`src/rtl/uart_pkg.sv`:
```
// Shared UART definitions: receive-engine state encoding, default count width
// and parity-sense constants.
package uart_pkg;

    localparam int unsigned KW_DEF = 19;

    localparam logic EVEN = 1'b0;
    localparam logic ODD  = 1'b1;

    typedef enum logic [2:0] {
        IDLE   = 3'd0,
        START  = 3'd1,
        DATA   = 3'd2,
        PARITY = 3'd3,
        STOP   = 3'd4
    } rx_state_e;

    // Parity bit the transmitter should have sent for this byte.
    function automatic logic exp_parity(input logic [7:0] d, input logic sense);
        return (sense == ODD) ? ~^d : ^d;
    endfunction

endpackage

```
`src/rtl/uart_bit_timer.sv`:
```
// Bit-time down-counter shared by the UART receive and transmit engines;
// expire pulses on the cycle the count is zero and the counter reloads a full bit.
module uart_bit_timer
    import uart_pkg::*;
#(
    parameter int unsigned KW = KW_DEF
) (
    input  logic          clk,
    input  logic          reset,
    input  logic [KW-1:0] k_l,
    input  logic          load_half,
    input  logic          load_full,
    input  logic          enable,
    output logic          expire
);

    localparam logic [KW-1:0] ONE = KW'(1);

    logic [KW-1:0] cnt_q, cnt_d;

    always_comb begin
        cnt_d  = cnt_q;
        expire = enable && (cnt_q == '0);
        if (load_half) begin
            cnt_d = (k_l >> 1) - ONE;
        end else if (load_full) begin
            cnt_d = k_l - ONE;
        end else if (enable) begin
            cnt_d = expire ? (k_l - ONE) : (cnt_q - ONE);
        end
    end

    always_ff @(posedge clk or negedge reset) begin
        if (!reset) begin
            cnt_q <= '0;
        end else begin
            cnt_q <= cnt_d;
        end
    end

endmodule

```
`src/rtl/uart_rx_engine.sv`:
```
// UART receive engine: synchronises and oversamples rx, deserialises one frame
// (7/8 data bits, optional parity) and maintains the rxrdy/perr/ferr/ovf flags.
module uart_rx_engine
    import uart_pkg::*;
#(
    parameter int unsigned KW = KW_DEF
) (
    input  logic          clk,
    input  logic          reset,
    input  logic          rx,
    input  logic [KW-1:0] k,
    input  logic          eight,
    input  logic          pen,
    input  logic          ohel,
    input  logic          clr_rdy,
    output logic [7:0]    rx_data,
    output logic          rxrdy,
    output logic          perr,
    output logic          ferr,
    output logic          ovf
);

    rx_state_e     state_q, state_d;
    logic [1:0]    sync_q;
    logic          rx_s;
    logic          armed_q, armed_d;
    logic [KW-1:0] k_l_q, k_l_d;
    logic          eight_l_q, eight_l_d;
    logic          pen_l_q, pen_l_d;
    logic          ohel_l_q, ohel_l_d;
    logic [2:0]    idx_q, idx_d;
    logic [7:0]    sh_q, sh_d;
    logic          par_q, par_d;
    logic [7:0]    rx_data_q, rx_data_d;
    logic          rxrdy_q, rxrdy_d;
    logic          perr_q, perr_d;
    logic          ferr_q, ferr_d;
    logic          ovf_q, ovf_d;

    logic          complete;
    logic          expire;
    logic          load_half;
    logic          load_full;
    logic          tmr_en;
    logic [KW-1:0] tmr_k;
    logic [7:0]    byte_w;
    logic [2:0]    last_idx;

    assign rx_s = sync_q[1];

    // The half-bit load happens in the same cycle k is latched, so feed the live value then.
    assign tmr_k     = (state_q == IDLE) ? k : k_l_q;
    assign load_half = (state_q == IDLE) && armed_q && !rx_s;
    assign load_full = (state_q == START) && expire && !rx_s;
    assign tmr_en    = (state_q != IDLE);
    assign last_idx  = eight_l_q ? 3'd7 : 3'd6;
    assign byte_w    = eight_l_q ? sh_q : {1'b0, sh_q[7:1]};

    uart_bit_timer #(
        .KW (KW)
    ) u_timer (
        .clk       (clk),
        .reset     (reset),
        .k_l       (tmr_k),
        .load_half (load_half),
        .load_full (load_full),
        .enable    (tmr_en),
        .expire    (expire)
    );

    always_comb begin
        state_d   = state_q;
        armed_d   = armed_q;
        k_l_d     = k_l_q;
        eight_l_d = eight_l_q;
        pen_l_d   = pen_l_q;
        ohel_l_d  = ohel_l_q;
        idx_d     = idx_q;
        sh_d      = sh_q;
        par_d     = par_q;
        complete  = 1'b0;

        case (state_q)
            IDLE: begin
                if (rx_s) begin
                    armed_d = 1'b1;
                end else if (armed_q) begin
                    armed_d   = 1'b0;
                    k_l_d     = k;
                    eight_l_d = eight;
                    pen_l_d   = pen;
                    ohel_l_d  = ohel;
                    state_d   = START;
                end
            end
            START: begin
                if (expire) begin
                    if (!rx_s) begin
                        idx_d   = '0;
                        state_d = DATA;
                    end else begin
                        state_d = IDLE;
                    end
                end
            end
            DATA: begin
                if (expire) begin
                    sh_d  = {rx_s, sh_q[7:1]};
                    idx_d = idx_q + 3'd1;
                    if (idx_q == last_idx) begin
                        state_d = pen_l_q ? PARITY : STOP;
                    end
                end
            end
            PARITY: begin
                if (expire) begin
                    par_d   = rx_s;
                    state_d = STOP;
                end
            end
            STOP: begin
                if (expire) begin
                    complete = 1'b1;
                    state_d  = IDLE;
                end
            end
            default: state_d = IDLE;
        endcase
    end

    // Completion overrides a coincident clear; the clear still suppresses a new overrun.
    always_comb begin
        rx_data_d = rx_data_q;
        rxrdy_d   = rxrdy_q;
        perr_d    = perr_q;
        ferr_d    = ferr_q;
        ovf_d     = ovf_q;
        if (clr_rdy) begin
            rxrdy_d = 1'b0;
            perr_d  = 1'b0;
            ferr_d  = 1'b0;
            ovf_d   = 1'b0;
        end
        if (complete) begin
            rx_data_d = byte_w;
            rxrdy_d   = 1'b1;
            ferr_d    = ~rx_s;
            perr_d    = pen_l_q & (par_q != exp_parity(byte_w, ohel_l_q));
            ovf_d     = clr_rdy ? 1'b0 : (ovf_q | rxrdy_q);
        end
    end

    always_ff @(posedge clk or negedge reset) begin
        if (!reset) begin
            state_q   <= IDLE;
            sync_q    <= '1;
            armed_q   <= 1'b0;
            k_l_q     <= '0;
            eight_l_q <= 1'b0;
            pen_l_q   <= 1'b0;
            ohel_l_q  <= 1'b0;
            idx_q     <= '0;
            sh_q      <= '0;
            par_q     <= 1'b0;
            rx_data_q <= '0;
            rxrdy_q   <= 1'b0;
            perr_q    <= 1'b0;
            ferr_q    <= 1'b0;
            ovf_q     <= 1'b0;
        end else begin
            state_q   <= state_d;
            sync_q    <= {sync_q[0], rx};
            armed_q   <= armed_d;
            k_l_q     <= k_l_d;
            eight_l_q <= eight_l_d;
            pen_l_q   <= pen_l_d;
            ohel_l_q  <= ohel_l_d;
            idx_q     <= idx_d;
            sh_q      <= sh_d;
            par_q     <= par_d;
            rx_data_q <= rx_data_d;
            rxrdy_q   <= rxrdy_d;
            perr_q    <= perr_d;
            ferr_q    <= ferr_d;
            ovf_q     <= ovf_d;
        end
    end

    assign rx_data = rx_data_q;
    assign rxrdy   = rxrdy_q;
    assign perr    = perr_q;
    assign ferr    = ferr_q;
    assign ovf     = ovf_q;

endmodule

```
`config.mk`:
```
export PLATFORM = sky130hd
export DESIGN_NAME = uart_rx_engine
export DESIGN_NICKNAME = d
export VERILOG_FILES = /design/src/rtl/uart_pkg.sv /design/src/rtl/uart_bit_timer.sv /design/src/rtl/uart_rx_engine.sv
export SDC_FILE = /design/constraint.sdc
export NUM_CORES = 1
export LEC_CHECK = 0
export BUFFER_PORTS_ARGS = -buffer_cell sky130_fd_sc_hd__buf_2
export CAP_MARGIN = 10
export CORE_ASPECT_RATIO = 0.8
export CORE_MARGIN = 3
export CORE_UTILIZATION = 30
export CTS_CLUSTER_DIAMETER = 60
export DETAILED_ROUTE_END_ITERATION = 16
export PLACE_DENSITY_LB_ADDON = 0.3
export RECOVER_POWER = 50
export SYNTH_ARGS = -nofsm -noshare
export SYNTH_HDL_FRONTEND = slang
export SYNTH_SLANG_ARGS = --single-unit
```
`constraint.sdc`:
```
create_clock -name clk -period 4.5 [get_ports clk]
set_input_delay 0.45 -clock clk [delete_from_list [all_inputs] [get_ports clk]]
set_output_delay 0.45 -clock clk [all_outputs]
set_load 0.01 [all_outputs]
```
==> PnR_summary.wiki, run 1 <==
{| class="wikitable"
! Metric !! Value
|-
| Run status || finished with violations
|-
| Violated checks || capacitance limit, slew limit
|-
| Final hold violation count || 0
|-
| Fin crit share || 77.2%
|-
| Fraction of synthesis flops using an asynchronous set or reset pin || 100%
|-
| Number of flops mapped to enable cells by yosys || 0
|-
| Initial DRC Count || 406
|-
| Seq. cell area || 0.00178 sq mm
|-
| CP max FO || 14
|-
| Post-DR wirelength/cell || 16.9 um
|-
| Initial antenna violation count || 0
|-
| Final GP Congestion || 0.876
|-
| Number of maximum-capacitance constraint violations || 2
|-
| Die area || 0.0168 sq mm
|-
| Count of distinct cell types in the synthesized netlist || 61
|-
| Placed wire-length estimate after detailed placement || 9190 um
|-
| Flip-flop and latch count after synthesis || 71
|-
| Number of detailed-route iterations in the first pass || 5
|-
| Pins Over Slew Limit || 74
|-
| Remaining max-slew budget at the tightest pin || -36.4%
|-
| Multi-input combinational cell area || 0.00264 sq mm
|-
| Maximum number of pins on one net before global-route repair || 40
|-
| Clk Tree Root Cell || clkbuf_16
|-
| GRT Residual Overflow || 0
|-
| Combinational Power Share || 33.2%
|-
| # diodes || 0
|-
| Max IR drop VDD || 241 uV
|-
| Total via count in the routed design || 4050
|-
| Wire length of the first global-routing pass || 20500 um
|-
| Yosys top cell area share || 37.7%
|-
| Width of the chip || 144 um
|-
| Post-Syn Instances || 533
|-
| Min Tclk post-route || 3480 ps
|-
| Post-synth top area cell || dfrtp_1
|-
| Floorplan row count || 39
|-
| TritonCTS clock tree || yes
|-
| Count of nets left with antenna violations after detail routing || 0
|-
| Worst Clk Skew || 11.0 ps
|-
| Clock share of power || 26.2%
|-
| Ys flop type || dfrtp_1
|-
| Clock-pin slew on the worst setup and hold paths || 60 ps
|-
| Commonest cells after routing, fill and taps aside || nand2_1, dfrtp_1, nor2_1
|-
| Post-CTS Hold Buffers || 0
|-
| Commonest non-fill, non-tap cell in the layout || nand2_1
|-
| Finish-stage setup viols || 0
|-
| Worst min path class || in -> reg
|-
| Area growth syn-to-layout || 13.3%
|-
| Height of the die || 116 um
|-
| Unrepaired setup endpoints after global routing || false
|-
| Overall power || 0.00272 W
|-
| Total number of nets in the final design || 588
|-
| CP required || 4710 ps
|-
| Number of fill cells in the layout || 1470
|-
| Ratio of routed vias to standard cells || 5.43
|-
| Post-route DRC || 0
|-
| Cell area after synthesis || 0.00458 sq mm
|-
| Clock latency at the later pin of the worst-skew pair || 340 ps
|-
| Number of I/O port buffers || 37
|-
| Static Leak || 2.15 nW
|-
| GRT Util Overall || 15.8%
|-
| Power density of the placed cells || 524 mW/mm^2
|-
| Number of global-route vias before repair || 3900
|-
| Biggest area contributors in the synthesized netlist || dfrtp_1, nand2_1, xnor2_1, xor2_1, o21ai_0
|-
| Endpoint arrival time on the critical path || 3690 ps
|-
| CTS H-Tree Depth || 3
|-
| Clock Path Buffers || 2
|-
| Type of element launching the critical path || flop
|-
| Switching power share of the total || 39.4%
|-
| Measured slew at the worst slew-check pin || 2050 ps
|-
| Mean cell area of the mapped netlist || 8.59 sq um
|-
| Switching power of the nets || 0.00107 W
|-
| Top-Level Pins || 38
|-
| Fraction of layout cells with a size suffix above 1 || 11.9%
|-
| TritonCTS Sinks || 71
|-
| Setup crit end kind || flop
|-
| Core Footprint || 0.0146 sq mm
|-
| Internal power of the cells || 0.00165 W
|-
| Count of instances resized after the clock tree is built || 0
|-
| Post-CTS Repair Setup Buffers || 0
|-
| WL final || 12600 um
|-
| Fin Setup TNS || 0 ps
|-
| Reg power frac || 40.6%
|-
| Type of the setup path with the least slack || reg -> reg
|-
| Number of warning messages in the yosys log || 0
|-
| Highest achievable clock rate || 0.288 GHz
|-
| Number of nets in the synthesized netlist || 564
|-
| Number of buffers added by the clock tree synthesis step || 9
|-
| Proportion of synthesized chip area in sequential cells || 38.9%
|-
| Initial core utilization || 31.4%
|}
## worst max-delay path, stage by stage (launching register included)
cell and delay (ps):
dfrtp_1 520, nor3_2 460, mux2i_1 460, ha_1 460, nor3b_1 340, nand4_1 230
a211oi_1 480, xor2_1 140, a22oi_1 160, nand2_1 90
## cell usage after synthesis (3+ instances only)
| cell | instances |
|---|---|
| a211oi_1 | 5 |
| o21ai_0 | 36 |
| nor3b_1 | 5 |
| xnor2_1 | 25 |
| nand4_1 | 7 |
| dfrtp_1 | 69 |
| a221oi_1 | 3 |
| mux2_4 | 8 |
| nand3b_1 | 7 |
| nand2_1 | 105 |
| nand2b_1 | 4 |
| o22ai_1 | 5 |
| nor2_1 | 42 |
| o32ai_1 | 5 |
| inv_1 | 7 |
| ha_1 | 5 |
| buf_6 | 3 |
| o211ai_1 | 7 |
| mux2i_1 | 16 |
| a22oi_1 | 7 |
| xor2_1 | 22 |
| nor4_1 | 13 |
| or3_1 | 3 |
| a21oi_1 | 13 |
| buf_2 | 3 |
| a21boi_0 | 3 |
| nor3_1 | 19 |
| nand3_1 | 20 |
| or4_1 | 4 |
| clkbuf_1 | 21 |
## state kept, by name, summed over array words and instances (netlist names), 2 cells and up
signal / flops
sh_q: 8
u_timer.cnt_q: 19
state_q: 3
idx_q: 3
sync_q: 2
rx_data: 8
k_l_q: 19
## layout make-up
class | count | area share [%]
clock buffers | 10 | 4.41
inverters | 7 | 0.507
repair buffers | 43 | 4.05
well taps | 184 | 4.44
flip-flops and latches | 71 | 34.3
multi-input cells | 425 | 50.9
clock inverters | 6 | 1.38
## kinds of logic (layout without fill, tap and decap cells)
kind of cell               after synthesis  after routing  share of synthesized area [%]
AOI/OAI and AO/OA                      106            106                           15.4
buffers and inverters                   37             66                           3.63
adders and majority gates                5              5                           1.37
xor gates and xnor gates                47             47                           8.99
and+or+nand+nor                        242            242                           25.4
muxes                                   25             25                           6.37
DFF                                     71             71                           38.9
## power by group through the flow
stage          sequential [W]  clock [W]  combinational, W
6_report              0.00110   0.000713          0.000901
2_1_floorplan        0.000996          0          0.000733
5_1_grt               0.00114   0.000758           0.00101
4_1_cts               0.00110   0.000733          0.000894
3_5_place_dp          0.00111          0          0.000889
3_3_place_gp          0.00110          0          0.000870
## final timing paths
path | startpoint | endpoint | slack [ps] | depth (start not counted)
max | state_q[2] | u_timer.cnt_q[14] | 1020 | 9
min | rx | sync_q[0] | 210 | 1
max reg2reg | state_q[2] | u_timer.cnt_q[14] | 1020 | 9
min reg2reg | sync_q[0] | sync_q[1] | 360 | 0
max in group asynchronous | reset | rx_data[3] | 1190 | 2
min in group asynchronous | reset | k_l_q[7] | 630 | 1
## routing by layer
layer	GRT usage, %	vias to the layer above	wire length, um
met5	0	-	0
met1	22.5	1926	5930
met4	4.14	0	129
met2	24.1	147	5650
li1	-	1964	-
met3	3.72	13	892
## through the flow
step	hold slack (ps)	cells	instance area, sq um	utilization (%)	setup slack [ps]
2_1_floorplan	154	533	4580	-	1130
3_3_place_gp	348	730	4910	33.6	1330
3_5_place_dp	349	730	4910	33.6	1090
4_1_cts	200	746	5210	35.7	1080
5_1_grt	202	746	5190	35.5	414
6_report	214	746	5190	35.5	1020
Note: power is estimated with default switching activity, not from simulation.
==> run 2, diff against run 1 <==
Settings changed: ABC_AREA set to 1.
Clock period 4.5 ns to 2.86 ns, I/O delays scaled along.
==> PnR_summary.wiki, run 2 <==
{| class="wikitable"
! Metric !! Value
|-
| Final GP Congestion || 0.913
|-
| Highest achievable clock rate || 0.403 GHz
|-
| Clock Path Buffers || 2
|-
| Type of element launching the critical path || flop
|-
| Ordered list of cells on the worst path || nor2_4 -> nand2_4 -> buf_4 -> inv_4 -> nand2_1 -> nand2_1 -> nor2_4 -> nand2_1 -> o21ai_0 -> nand2_1 -> o21ai_0 -> a21oi_1
|-
| Yosys top cell area share || 32.9%
|-
| Total via count in the routed design || 4995
|-
| Width of the chip || 154 um
|-
| Type of the setup path with the least slack || reg -> reg
|-
| Min Tclk post-route || 2480 ps
|-
| Most frequently used cell type in the post-synthesis netlist || nand2_1
|-
| Pins Over Slew Limit || 72
|-
| Worst min path class || in -> reg
|-
| TritonCTS Sinks || 71
|-
| Maximum number of pins on one net before global-route repair || 72
|-
| Combinational Power Share || 57.5%
|-
| # diodes || 0
|-
| Count of distinct cell types in the synthesized netlist || 38
|-
| Initial core utilization || 31.2%
|-
| Total number of nets in the final design || 852
|-
| Fraction of synthesis flops using an asynchronous set or reset pin || 100%
|-
| Clock share of power || 17.9%
|-
| Fin Setup TNS || 0 ps
|-
| Internal power of the cells || 0.00312 W
|-
| Measured slew at the worst slew-check pin || 1820 ps
|-
| Post-CTS Hold Buffers || 0
|-
| Slack of the worst reg-to-reg path || 380 ps
|-
| Number of nets in the synthesized netlist || 815
|-
| Proportion of synthesized chip area in sequential cells || 33.9%
|-
| Fin crit share || 86.7%
|-
| Number of fill cells in the layout || 1849
|-
| Post-DR wirelength/cell || 14.2 um
|-
| Post-route DRC || 0
|-
| Post-synth top area cell || dfrtp_1
|-
| Fraction of layout cells with a size suffix above 1 || 14.3%
|-
| Area growth syn-to-layout || 13.2%
|-
| Number of warning messages in the yosys log || 0
|-
| Overall power || 0.00635 W
|-
| Remaining max-slew budget at the tightest pin || -21.5%
|-
| CP max FO || 24
|-
| Reg power frac || 24.6%
|-
| Number of maximum-capacitance constraint violations || 1
|-
| Number of buffers added by the clock tree synthesis step || 9
|-
| CTS H-Tree Depth || 3
|-
| Floorplan row count || 42
|-
| Power density of the placed cells || 1070 mW/mm^2
|-
| Worst Clk Skew || 6.98 ps
|-
| Post-CTS Repair Setup Buffers || 0
|-
| Unrepaired setup endpoints after global routing || false
|-
| Biggest area contributors in the synthesized netlist || dfrtp_1, nand2_1, nand3_1, inv_1, nor2_1
|-
| WL final || 14800 um
|-
| Post-Syn Instances || 784
|-
| Final hold violation count || 0
|-
| Cell area after synthesis || 0.00525 sq mm
|-
| Initial DRC Count || 435
|-
| Commonest non-fill, non-tap cell in the layout || nand2_1
|-
| Wire length of the first global-routing pass || 25200 um
|-
| Regs by FF count || k_l_q x19, u_timer.cnt_q x19
|-
| Count of instances resized after the clock tree is built || 0
|-
| Top-Level Pins || 38
|-
| Initial antenna violation count || 0
|-
| Standard cell with the maximum stage delay on the critical path || dfrtp_1
|-
| Clock-pin slew on the worst setup and hold paths || 60 ps
|-
| Placed wire-length estimate after detailed placement || 11300 um
|-
| Setup crit end kind || flop
|-
| Die area || 0.0191 sq mm
|-
| Flip-flop and latch count after synthesis || 71
|-
| Count of nets left with antenna violations after detail routing || 0
|-
| Clock latency at the later pin of the worst-skew pair || 340 ps
|-
| CP required || 3070 ps
|-
| Clk Tree Root Cell || clkbuf_16
|-
| Static Leak || 2.82 nW
|-
| Height of the die || 124 um
|-
| Commonest cells post-synth || nand2_1, inv_1, nand3_1, nor2_1, dfrtp_1
|-
| Core Footprint || 0.0168 sq mm
|-
| Switching power of the nets || 0.00323 W
|-
| Delay of the slowest cell on the worst path || 440 ps
|-
| Number of detailed-route iterations in the first pass || 5
|-
| Number of global-route vias before repair || 4742
|-
| Seq. cell area || 0.00178 sq mm
|-
| Multi-input combinational cell area || 0.00296 sq mm
|-
| Finish-stage setup viols || 0
|-
| GRT Util Overall || 16.2%
|-
| Endpoint arrival time on the critical path || 2690 ps
|-
| Violated checks || capacitance limit, slew limit
|-
| GRT Residual Overflow || 0
|-
| Ratio of routed vias to standard cells || 4.78
|-
| Switching power share of the total || 50.9%
|-
| TritonCTS clock tree || yes
|-
| Max IR drop VDD || 496 uV
|-
| Run status || finished with violations
|-
| Number of flops mapped to enable cells by yosys || 0
|-
| Final core area utilization || 35.3%
|-
| Mean cell area of the mapped netlist || 6.69 sq um
|-
| Crit path top cell by count || nand2_1
|-
| Number of I/O port buffers || 37
|-
| Ys flop type || dfrtp_1
|-
| Commonest cells after routing, fill and taps aside || nand2_1, inv_1, nand3_1
|}
-- run 2: changes by cell type after synthesis, moves of 36 or more --
cell / before / now
nand2_1: 105 / 233
inv_1: 7 / 86
nand3_1: 20 / 79
nor2_1: 42 / 78
-- run 2: worst paths after layout --
| kind | startpoint | endpoint | cells after the start |
|---|---|---|---|
| min in group asynchronous | reset | k_l_q[3] | 1 |
| max in group asynchronous | reset | u_timer.cnt_q[6] | 1 |
| worst max-delay path | state_q[0] | u_timer.cnt_q[7] | 12 |
| worst min-delay path | rx | sync_q[0] | 1 |
| worst max register to register | state_q[0] | u_timer.cnt_q[7] | 12 |
| worst min register to register | sync_q[0] | sync_q[1] | 0 |
-- run 2: per-layer routing --
| metal | track usage, % | vias to the layer above | part of all wire [%] |
|---|---|---|---|
| met1 | 25.4 | 2247 | 53 |
| met2 | 21.8 | 155 | 39 |
| met5 | 0 | - | 0 |
| met4 | 3.95 | 0 | 1.4 |
| met3 | 4.13 | 14 | 6.6 |
| li1 | - | 2579 | - |
-- run 2: power groups by stage --
stage | Combinational [W] | Clock (W) | Sequential (W)
6_report | 0.00365 | 0.00114 | 0.00156
5_1_grt | 0.00415 | 0.00122 | 0.00161
4_1_cts | 0.00362 | 0.00118 | 0.00156
3_5_place_dp | 0.00360 | 0 | 0.00157
3_3_place_gp | 0.00361 | 0 | 0.00157
2_1_floorplan | 0.00290 | 0 | 0.00150
-- run 2: logic make-up (layout without fill, tap and decap cells) --
family	after synthesis	after routing	share of synthesized area [%]
DFF	71	71	33.9
and+or+nand+nor	455	455	39.1
xor gates and xnor gates	20	20	3.34
buffers and inverters	116	158	9.66
AOI/OAI and AO/OA	116	116	12.6
adders and majority gates	5	5	1.19
muxes	1	1	0.215
-- run 2: final cells by class --
cell class                 instances  area share (%)
multi-input combinational        597            49.9
sequential                        71            30.0
inverter                          94            5.99
tap                              220            4.64
timing repair buffer              48            4.45
clock buffer                      10            3.86
clock inverter                     6            1.16
-- run 2: critical path, delay by kind of cell (launching register included) --
| family | cells | cell delay [ps] |
|---|---|---|
| flip-flops | 1 | 440 |
| AND/OR/NAND/NOR | 7 | 820 |
| buffers and inverters | 2 | 510 |
| AO/OA/AOI/OAI | 3 | 560 |
-- run 2: metrics by stage --
stage | hold slack, ps | cell area, sq um | instances | setup slack (ps)
final | 42.8 | 5940 | 1046 | 381
after global routing | 33.0 | 5940 | 1046 | 161
after CTS | 31.9 | 5940 | 1046 | 420
after detailed placement | 347 | 5640 | 1030 | 433
after global placement | 347 | 5640 | 1030 | 455
after floorplan | -9.59 | 5250 | 784 | 781
==> run 3, diff against run 2 <==
==> constraint.sdc (replaced) <==
create_clock -name clk -period 2.86 [get_ports clk]
set_input_delay 0.143 -clock clk [delete_from_list [all_inputs] [get_ports clk]]
set_output_delay 0.143 -clock clk [all_outputs]
set_load 0.01 [all_outputs]
==> PnR_summary.wiki, run 3 (synthesized netlist as in run 2, its figures left out) <==
{| class="wikitable"
! Metric !! Value
|-
| Hold path cells || 3
|-
| Commonest non-fill, non-tap cell in the layout || nand2_1
|-
| Count of instances resized after the clock tree is built || 0
|-
| WL final || 14900 um
|-
| Static Leak || 2.80 nW
|-
| Initial core utilization || 31.2%
|-
| Finish-stage setup viols || 0
|-
| Clock Path Buffers || 2
|-
| Type of the setup path with the least slack || reg -> reg
|-
| Initial antenna violation count || 0
|-
| Run status || finished with violations
|-
| Power density of the placed cells || 1070 mW/mm^2
|-
| GRT Residual Overflow || 0
|-
| Remaining max-slew budget at the tightest pin || -21.7%
|-
| # diodes || 0
|-
| Clock latency at the later pin of the worst-skew pair || 340 ps
|-
| Max IR drop VDD || 498 uV
|-
| Height of the die || 124 um
|-
| Highest achievable clock rate || 0.408 GHz
|-
| Commonest cells after routing, fill and taps aside || nand2_1, inv_1, nand3_1
|-
| Fin Setup TNS || 0 ps
|-
| Worst min path class || in -> reg
|-
| CTS H-Tree Depth || 3
|-
| Initial DRC Count || 411
|-
| Die area || 0.0191 sq mm
|-
| Measured slew at the worst slew-check pin || 1830 ps
|-
| Number of buffers added by the clock tree synthesis step || 9
|-
| Final hold violation count || 0
|-
| Violated checks || capacitance limit, slew limit
|-
| Pins Over Slew Limit || 72
|-
| TritonCTS clock tree || yes
|-
| Post-CTS Repair Setup Buffers || 0
|-
| Final GP Congestion || 0.913
|-
| Setup crit end kind || flop
|-
| Number of detailed-route iterations in the first pass || 5
|-
| Unrepaired setup endpoints after global routing || false
|-
| Area growth syn-to-layout || 13.5%
|-
| Total via count in the routed design || 5012
|-
| TritonCTS Sinks || 71
|-
| CP max FO || 24
|-
| Regs by FF count || k_l_q x19, u_timer.cnt_q x19
|-
| CP required || 3080 ps
|-
| Top-Level Pins || 38
|-
| Final critical-path setup slack || 412 ps
|-
| Number of maximum-capacitance constraint violations || 1
|-
| Launch instance of the worst min-delay path || pen
|-
| Worst Clk Skew || 7.42 ps
|-
| Wire length of the first global-routing pass || 25300 um
|-
| Placed wire-length estimate after detailed placement || 11300 um
|-
| Ratio of routed vias to standard cells || 4.78
|-
| Terminus of the critical flop-to-flop path || u_timer.cnt_q[7]
|-
| Endpoint arrival time on the critical path || 2660 ps
|-
| R2r startpoint || state_q[0]
|-
| Post-DR wirelength/cell || 14.2 um
|-
| Maximum number of pins on one net before global-route repair || 72
|-
| Fraction of layout cells with a size suffix above 1 || 13.1%
|-
| Worst reg-to-reg path cell count || 12
|-
| Post-route DRC || 0
|-
| Fin crit share || 85.6%
|-
| Width of the chip || 154 um
|-
| Core Footprint || 0.0168 sq mm
|-
| GRT Util Overall || 16.2%
|-
| Floorplan row count || 42
|-
| Total number of nets in the final design || 855
|-
| Clk Tree Root Cell || clkbuf_16
|-
| Min Tclk post-route || 2450 ps
|-
| Worst hold margin || 8.55 ps
|-
| Place WS || 433 ps
|-
| Worst hold endpoint || pen_l_q
|-
| Number of global-route vias before repair || 4745
|-
| Slack of the worst reg-to-reg path || 410 ps
|-
| Type of element launching the critical path || flop
|-
| Post-CTS Hold Buffers || 3
|-
| Crit path from || state_q[0]
|-
| Number of I/O port buffers || 37
|-
| Count of nets left with antenna violations after detail routing || 0
|-
| Clock-pin slew on the worst setup and hold paths || 60 ps
|}
[run 3: cell types whose count changed in the layout (fill, tap and decap cells not counted)]
cell,delta
buf_2,-9
clkbuf_1,+9
dlygate4sd3_1,+3
[run 3: how the worst max path moves through the flow]
| stage | to | slack [ps] | cells after the start |
|---|---|---|---|
| 2_1_floorplan | u_timer.cnt_q[16] | 780 | 14 |
| 3_3_place_gp | u_timer.cnt_q[14] | 450 | 12 |
| 3_5_place_dp | u_timer.cnt_q[16] | 430 | 14 |
| 4_1_cts | u_timer.cnt_q[16] | 420 | 14 |
| 5_1_grt | u_timer.cnt_q[16] | 160 | 14 |
| 6_report | u_timer.cnt_q[7] | 410 | 12 |
[run 3: stage by stage]
| step | instance area [sq um] | util (%) | power, W | instances |
|---|---|---|---|---|
| CTS | 5970 | 35.5 | 0.00636 | 1049 |
| finish | 5950 | 35.4 | 0.00636 | 1049 |
| floorplan | 5250 | - | 0.00441 | 784 |
| detailed placement | 5640 | 33.6 | 0.00518 | 1030 |
| global placement | 5640 | 33.6 | 0.00518 | 1030 |
| global route | 5950 | 35.4 | 0.00698 | 1049 |
[run 3: cell type report]
| type | instances | area, sq um |
|---|---|---|
| sequential | 71 | 1780 |
| inverter | 94 | 355 |
| timing repair buffer | 51 | 283 |
| multi-input combinational | 597 | 2960 |
| clock buffer | 10 | 229 |
| clock inverter | 6 | 68.8 |
| fill | 1852 | 10900 |
| tap | 220 | 275 |
[run 3: report_power, final]
part	leakage, nW	total (W)	internal, W	switching (W)
Sequential	0.889	0.00156	0.00132	0.000242
Clock	0.131	0.00114	0.000678	0.000464
Combinational	1.78	0.00366	0.00112	0.00253
[run 3: per-layer routing]
metal	wire length (um)	up-vias	global-route usage (%)	share of wire, %
met4	204	0	3.95	1.4
li1	-	2592	-	-
met5	0	-	0	0
met3	1010	16	4.13	6.8
met2	5810	151	21.8	39
met1	7840	2253	25.4	53
[run 3: worst max-delay path, stage by stage (launching register included)]
cell     delay [ps]
dfrtp_1         440
nor2_4           60
nand2_4         220
buf_4           360
inv_4           150
nand2_1         110
nand2_1          90
nor2_4          160
nand2_1         100
o21ai_0         150
nand2_1          90
o21ai_0         280
a21oi_1         110
